[src/rtl/c17_bist_array.sv]
// NCH copies of the c17 NAND network with a registered functional path and a logic-BIST engine
// (LFSR patterns, MISR compaction, golden compare). Define C17_FAULT_INJ_EN for stuck-at injection ports.
module c17_bist_array #(
    parameter int              NCH     = 4,
    parameter int              LW      = 16,
    parameter logic [LW-1:0]   TAPS    = 16'hB400,
    parameter logic [LW-1:0]   SEED    = 16'h0001,
    parameter int              PAT_CNT = 255,
    parameter logic [LW-1:0]   GOLDEN  = 16'h0000
) (
    input  logic               clk,
    input  logic               rst,
    input  logic [5*NCH-1:0]   func_in,
    output logic [2*NCH-1:0]   func_out,
    input  logic               bist_start,
    input  logic               bist_abort,
    output logic               bist_busy,
    output logic               bist_done,
    output logic               bist_pass,
    output logic [LW-1:0]      signature
`ifdef C17_FAULT_INJ_EN
    ,
    input  logic               fi_en,
    input  logic [((NCH > 1) ? $clog2(NCH) : 1)-1:0] fi_ch,
    input  logic [3:0]         fi_net,
    input  logic               fi_val
`endif
);

    localparam int            CW       = $clog2(PAT_CNT + 1);
    localparam logic [LW-1:0] SEED_EFF = (SEED == '0) ? LW'(1) : SEED;

    typedef enum logic [1:0] {IDLE, RUN, DONE} state_t;

    state_t              state, state_nxt;
    logic [LW-1:0]       lfsr, misr, misr_in, misr_nxt;
    logic [CW-1:0]       cnt;
    logic                pass;
    logic [5*NCH-1:0]    bist_pat;
    logic [2*NCH-1:0]    func_res, cut_out;
    logic [NCH-1:0]      inj;
    logic [3:0]          inj_net;
    logic                inj_val;
    logic                last, load, adv;

    function automatic logic [LW-1:0] step(input logic [LW-1:0] x);
        return x[0] ? ((x >> 1) ^ TAPS) : (x >> 1);
    endfunction

    // Each net is replaced by the stuck value when selected, so the fault reaches all its fanout.
    function automatic logic [1:0] c17(input logic [4:0] g, input logic en,
                                       input logic [3:0] net, input logic val);
        logic g1, g2, g3, g4, g5, g8, g9, g12, g15, g16, g17;
        g1  = (en && net == 4'd0)  ? val : g[0];
        g2  = (en && net == 4'd1)  ? val : g[1];
        g3  = (en && net == 4'd2)  ? val : g[2];
        g4  = (en && net == 4'd3)  ? val : g[3];
        g5  = (en && net == 4'd4)  ? val : g[4];
        g8  = (en && net == 4'd5)  ? val : ~(g1 & g3);
        g9  = (en && net == 4'd6)  ? val : ~(g3 & g4);
        g12 = (en && net == 4'd7)  ? val : ~(g2 & g9);
        g15 = (en && net == 4'd8)  ? val : ~(g9 & g5);
        g16 = (en && net == 4'd9)  ? val : ~(g8 & g12);
        g17 = (en && net == 4'd10) ? val : ~(g12 & g15);
        return {g17, g16};
    endfunction

`ifdef C17_FAULT_INJ_EN
    assign inj_net = fi_net;
    assign inj_val = fi_val;
`else
    assign inj_net = 4'hF;
    assign inj_val = 1'b0;
`endif

    for (genvar k = 0; k < NCH; k++) begin : g_ch
`ifdef C17_FAULT_INJ_EN
        assign inj[k] = fi_en && (int'(fi_ch) == k);
`else
        assign inj[k] = 1'b0;
`endif
        assign func_res[2*k +: 2] = c17(func_in[5*k +: 5], inj[k], inj_net, inj_val);
        assign cut_out[2*k +: 2]  = c17(bist_pat[5*k +: 5], inj[k], inj_net, inj_val);
    end

    // Pattern bits wrap around the LFSR; response bits fold into the MISR with XOR.
    always_comb begin
        bist_pat = '0;
        misr_in  = '0;
        for (int b = 0; b < 5*NCH; b++) bist_pat[b] = lfsr[b % LW];
        for (int j = 0; j < 2*NCH; j++) misr_in[j % LW] = misr_in[j % LW] ^ cut_out[j];
    end

    assign misr_nxt = step(misr) ^ misr_in;
    assign last     = (cnt == CW'(PAT_CNT - 1));
    assign load     = (state != RUN) && bist_start && !bist_abort;
    assign adv      = (state == RUN) && !bist_abort;

    always_ff @(posedge clk or posedge rst) begin
        if (rst) state <= IDLE;
        else     state <= state_nxt;
    end

    always_comb begin
        state_nxt = state;
        case (state)
            IDLE:    if (bist_start && !bist_abort) state_nxt = RUN;
            RUN:     if (bist_abort) state_nxt = IDLE;
                     else if (last)  state_nxt = DONE;
            DONE:    if (bist_abort) state_nxt = IDLE;
                     else if (bist_start) state_nxt = RUN;
            default: state_nxt = IDLE;
        endcase
    end

    always_comb begin
        bist_busy = (state == RUN);
        bist_done = (state == DONE);
    end

    always_ff @(posedge clk or posedge rst) begin
        if (rst) begin
            lfsr     <= SEED_EFF;
            misr     <= '0;
            cnt      <= '0;
            pass     <= 1'b0;
            func_out <= '0;
        end else begin
            if (state != RUN) func_out <= func_res;
            if (load) begin
                lfsr <= SEED_EFF;
                misr <= '0;
                cnt  <= '0;
                pass <= 1'b0;
            end else if (adv) begin
                misr <= misr_nxt;
                lfsr <= step(lfsr);
                cnt  <= cnt + CW'(1);
                if (last) pass <= (misr_nxt == GOLDEN);
            end
            if (bist_abort) pass <= 1'b0;
        end
    end

    assign bist_pass = pass;
    assign signature = misr;

endmodule

[config.mk]
export PLATFORM = sky130hd
export DESIGN_NAME = c17_bist_array
export DESIGN_NICKNAME = d
export VERILOG_FILES = /design/src/rtl/c17_bist_array.sv
export SDC_FILE = /design/constraint.sdc
export NUM_CORES = 1
export LEC_CHECK = 0
export ABC_AREA = 1
export CELL_PAD_IN_SITES_DETAIL_PLACEMENT = 0
export CELL_PAD_IN_SITES_GLOBAL_PLACEMENT = 2
export CORE_MARGIN = 5
export CORE_UTILIZATION = 36
export DETAILED_ROUTE_END_ITERATION = 10
export DONT_BUFFER_PORTS = 1
export PLACE_DENSITY_LB_ADDON = 0.15
export SKIP_CTS_REPAIR_TIMING = 1
export SKIP_LAST_GASP = 1
export SYNTH_ARGS = -nofsm -noshare
export SYNTH_HDL_FRONTEND = slang
export SYNTH_SLANG_ARGS = --single-unit
[constraint.sdc]
create_clock -name clk -period 2 [get_ports clk]
set_clock_uncertainty 0.15 [all_clocks]
set_input_delay 0.3 -clock clk [delete_from_list [all_inputs] [get_ports clk]]
set_output_delay 0.3 -clock clk [all_outputs]
set_load 0.005 [all_outputs]
==> run_results.csv <==
group,metric,value,unit
clocking,cts_tree,"done",
floorplan,initial_core_util,36.5,%
worst_setup_path,required,2.10,ns
min_path,hold_end,"func_out[2]",
timing,min_period,1.68,ns
worst_setup_path,cp.depth,8,
worst_setup_path,setup.worst_path.start_class,"flip-flop",
floorplan,num_io_pins,51,
worst_setup_path,slowest_stage,"dfrtp_1",
placed_design,post-dp-hpwl,4160,um
synth,yosysTopAreaCell,"dfrtp_1",
drt,vias_per_cell,5.03,
timing,tightest_slew,0.466,ns
cells_and_area,mostFrequentLayoutCell,"nand2_1",
worst_setup_path,r2r_setup_slack,0.32,ns
clocking,cts.clk_slew.worst_paths,0.09,ns
drt,drtAntennaViolNets,0,
cells_and_area,layout-drive-gt1-share,8.61,%
synth,synthCells,294,
timing,holdWs,-0.0146,ns
grt,antenna_found_initial,0,
floorplan,dieArea,8570,um^2
outcome,violations,"negative hold slack",
worst_setup_path,cp.arrival,1.78,ns
worst_setup_path,crit_path_frequent_cell,"inv_1",
power_and_ir_drop,power_density,991,nW/um^2
worst_setup_path,crit_path_cell_trace,"nor2_8 > buf_4 > inv_2 > nand2_1 > inv_1 > o22ai_1 > o31ai_1 > inv_1",
timing,relSlewSlack,68.9,%
floorplan,die_y,92.6,um
synth,avgSynthCellArea,8.35,um^2
timing,hold_viol,1,
min_path,holdPathStages,2,
drt,wl_per_cell,14.9,um
drt,drtIter0Drc,91,
cells_and_area,final_cells,382,
clocking,root_buffer,"clkbuf_8",
cells_and_area,syn_to_final_growth,10.8,%
grt,grt_first_pass_wirelength,9670,um
drt,drcViolationCount,0,
synth,syn_nets,320,
clocking,worstSkewPairLatency,0.31,ns
floorplan,rows,30,
clocking,cts_buffers,5,
worst_setup_path,worstReg2RegEnd,"cnt[7]",
worst_setup_path,critPathBufInv,4,
flow_run,maxCapViolCount,0,
drt,vias,1920,
cells_and_area,final_nets,327,
cells_and_area,final_cell_mix,"nand2_1 (69), dfrtp_1 (50), inv_1 (48), o22ai_1 (29), o21ai_0 (21)",
cells_and_area,diodes,0,
placed_design,dpl_cell_area,2560,um^2
synth,ys_async_sr_fraction,100,%
worst_setup_path,path_class,"reg -> reg",
timing,setup_viol,0,
worst_setup_path,crit_fanout,14,
drt,wl,5680,um
min_path,hp-start,"func_in[6]",
grt,grt_max_degree,33,
placed_design,dp.cells,370,
grt,grt_usage,14.2,%
grt,grt_pass1_vias,1963,
timing,rsz0062_at_grt,"no",
clocking,htree_levels,2,
synth,synthDominantCellAreaShare,51.0,%
timing,min_period_over_period,83.8,%
synth,synth_cell_types,26,
outcome,status,"finished with violations",
placed_design,io_buffers,0,
worst_setup_path,path_delay_family,"flip-flops",
cells_and_area,fill_cells,707,
floorplan,die_width,92.6,um
synth,ys_seq_elements,51,
synth,synth_edf_count,0,
placed_design,gp_congestion,0.712,
worst_setup_path,r2r-start,"state[1]",
floorplan,coreArea,6720,um^2
synth,yosysWarnings,0,
clocking,clkSinkCount,51,
synth,synth_top_flop_cell,"dfrtp_1",
min_path,min_path_type,"in -> reg",
synth,netlist_area,2450,um^2
timing,finalMaxSlewViolations,0,
power_and_ir_drop,power.leakage,1.29,nW
power_and_ir_drop,p_total,2.69,mW
timing,max_clock_freq,0.597,GHz
synth,seq_area_frac_synth,52.0,%
worst_setup_path,endpoint_kind,"flip-flop",
power_and_ir_drop,peakVddDrop,0.275,mV
worst_setup_path,r2r_cells,8,
drt,drt_first_pass_iters,5,
synth,ys_top_cells_by_area,"dfrtp_1 (51%), nand2_1 (11%), inv_1 (7.5%), o22ai_1 (7.4%), o21ai_0 (4.3%)",
timing,tns,0,ns
grt,overflow,0,
worst_setup_path,slowest_delay,0.47,ns
cells_and_area,design_area,2720,um^2
clocking,clock_path_buffers,2,
worst max path at each step:
stage	from	end	slack, ns
CTS	state[1]	cnt[7]	0.31
global route	lfsr[0]	bist_pass	0.14
floorplan	rst	bist_pass	0.32
global placement	lfsr[0]	bist_pass	0.33
detailed placement	state[1]	cnt[7]	0.33
finish	state[1]	cnt[7]	0.32
flip-flops by register name, summed over array words and instances, names as in the netlist:
| signal | count |
|---|---|
| bist_pass | 1 |
| lfsr | 16 |
| func_out | 8 |
| state | 2 |
| signature | 16 |
| cnt | 8 |
final cells by class:
type | instances | area (um^2) | area share [%]
flip-flops and latches | 51 | 1280 | 47.0
clock inverters | 2 | 35.0 | 1.29
inverters | 53 | 199 | 7.32
multi-input cells | 181 | 935 | 34.4
repair buffers | 9 | 90.1 | 3.31
well taps | 80 | 100 | 3.68
clock buffers | 6 | 82.6 | 3.04
kinds of logic (layout without fill, tap and decap cells):
family | count (synthesis) | after routing | share of synthesized area [%]
flops | 51 | 51 | 52.0
xor+xnor | 7 | 7 | 2.50
compound gates | 68 | 68 | 15.8
fa+ha+maj | 2 | 2 | 1.02
simple gates | 104 | 104 | 18.8
buf+inv | 62 | 70 | 9.89
per-stage QoR:
step | setup WS (ns) | util, %
after floorplan | 0.322 | -
after global placement | 0.329 | 38.1
after detailed placement | 0.327 | 38.1
after CTS | 0.311 | 39.9
after global routing | 0.136 | 40.5
final | 0.324 | 40.5
report_power, final:
group,total [mW],internal [mW],switching (mW)
clock,0.754,0.405,0.348
sequential,1.34,1.19,0.152
combinational,0.601,0.219,0.382
total,2.69,1.81,0.882
routing by layer:
| layer | GRT usage, % | up-vias | share of wire (%) |
|---|---|---|---|
| li1 | - | 965 | - |
| met1 | 18.8 | 900 | 48 |
| met2 | 22.7 | 48 | 45 |
| met3 | 3.66 | 7 | 5.6 |
| met4 | 4.58 | 0 | 1.3 |
| met5 | 0 | - | 0 |
Yosys cell counts, drive strengths merged (2+ instances only):
cell / n
a21oi: 13
xnor2: 6
nor2: 17
nand3: 14
dfrtp: 50
nand2: 71
inv: 53
o21ai: 23
ha: 2
buf: 8
o22ai: 29
Power figures use the tool's default switching activity.
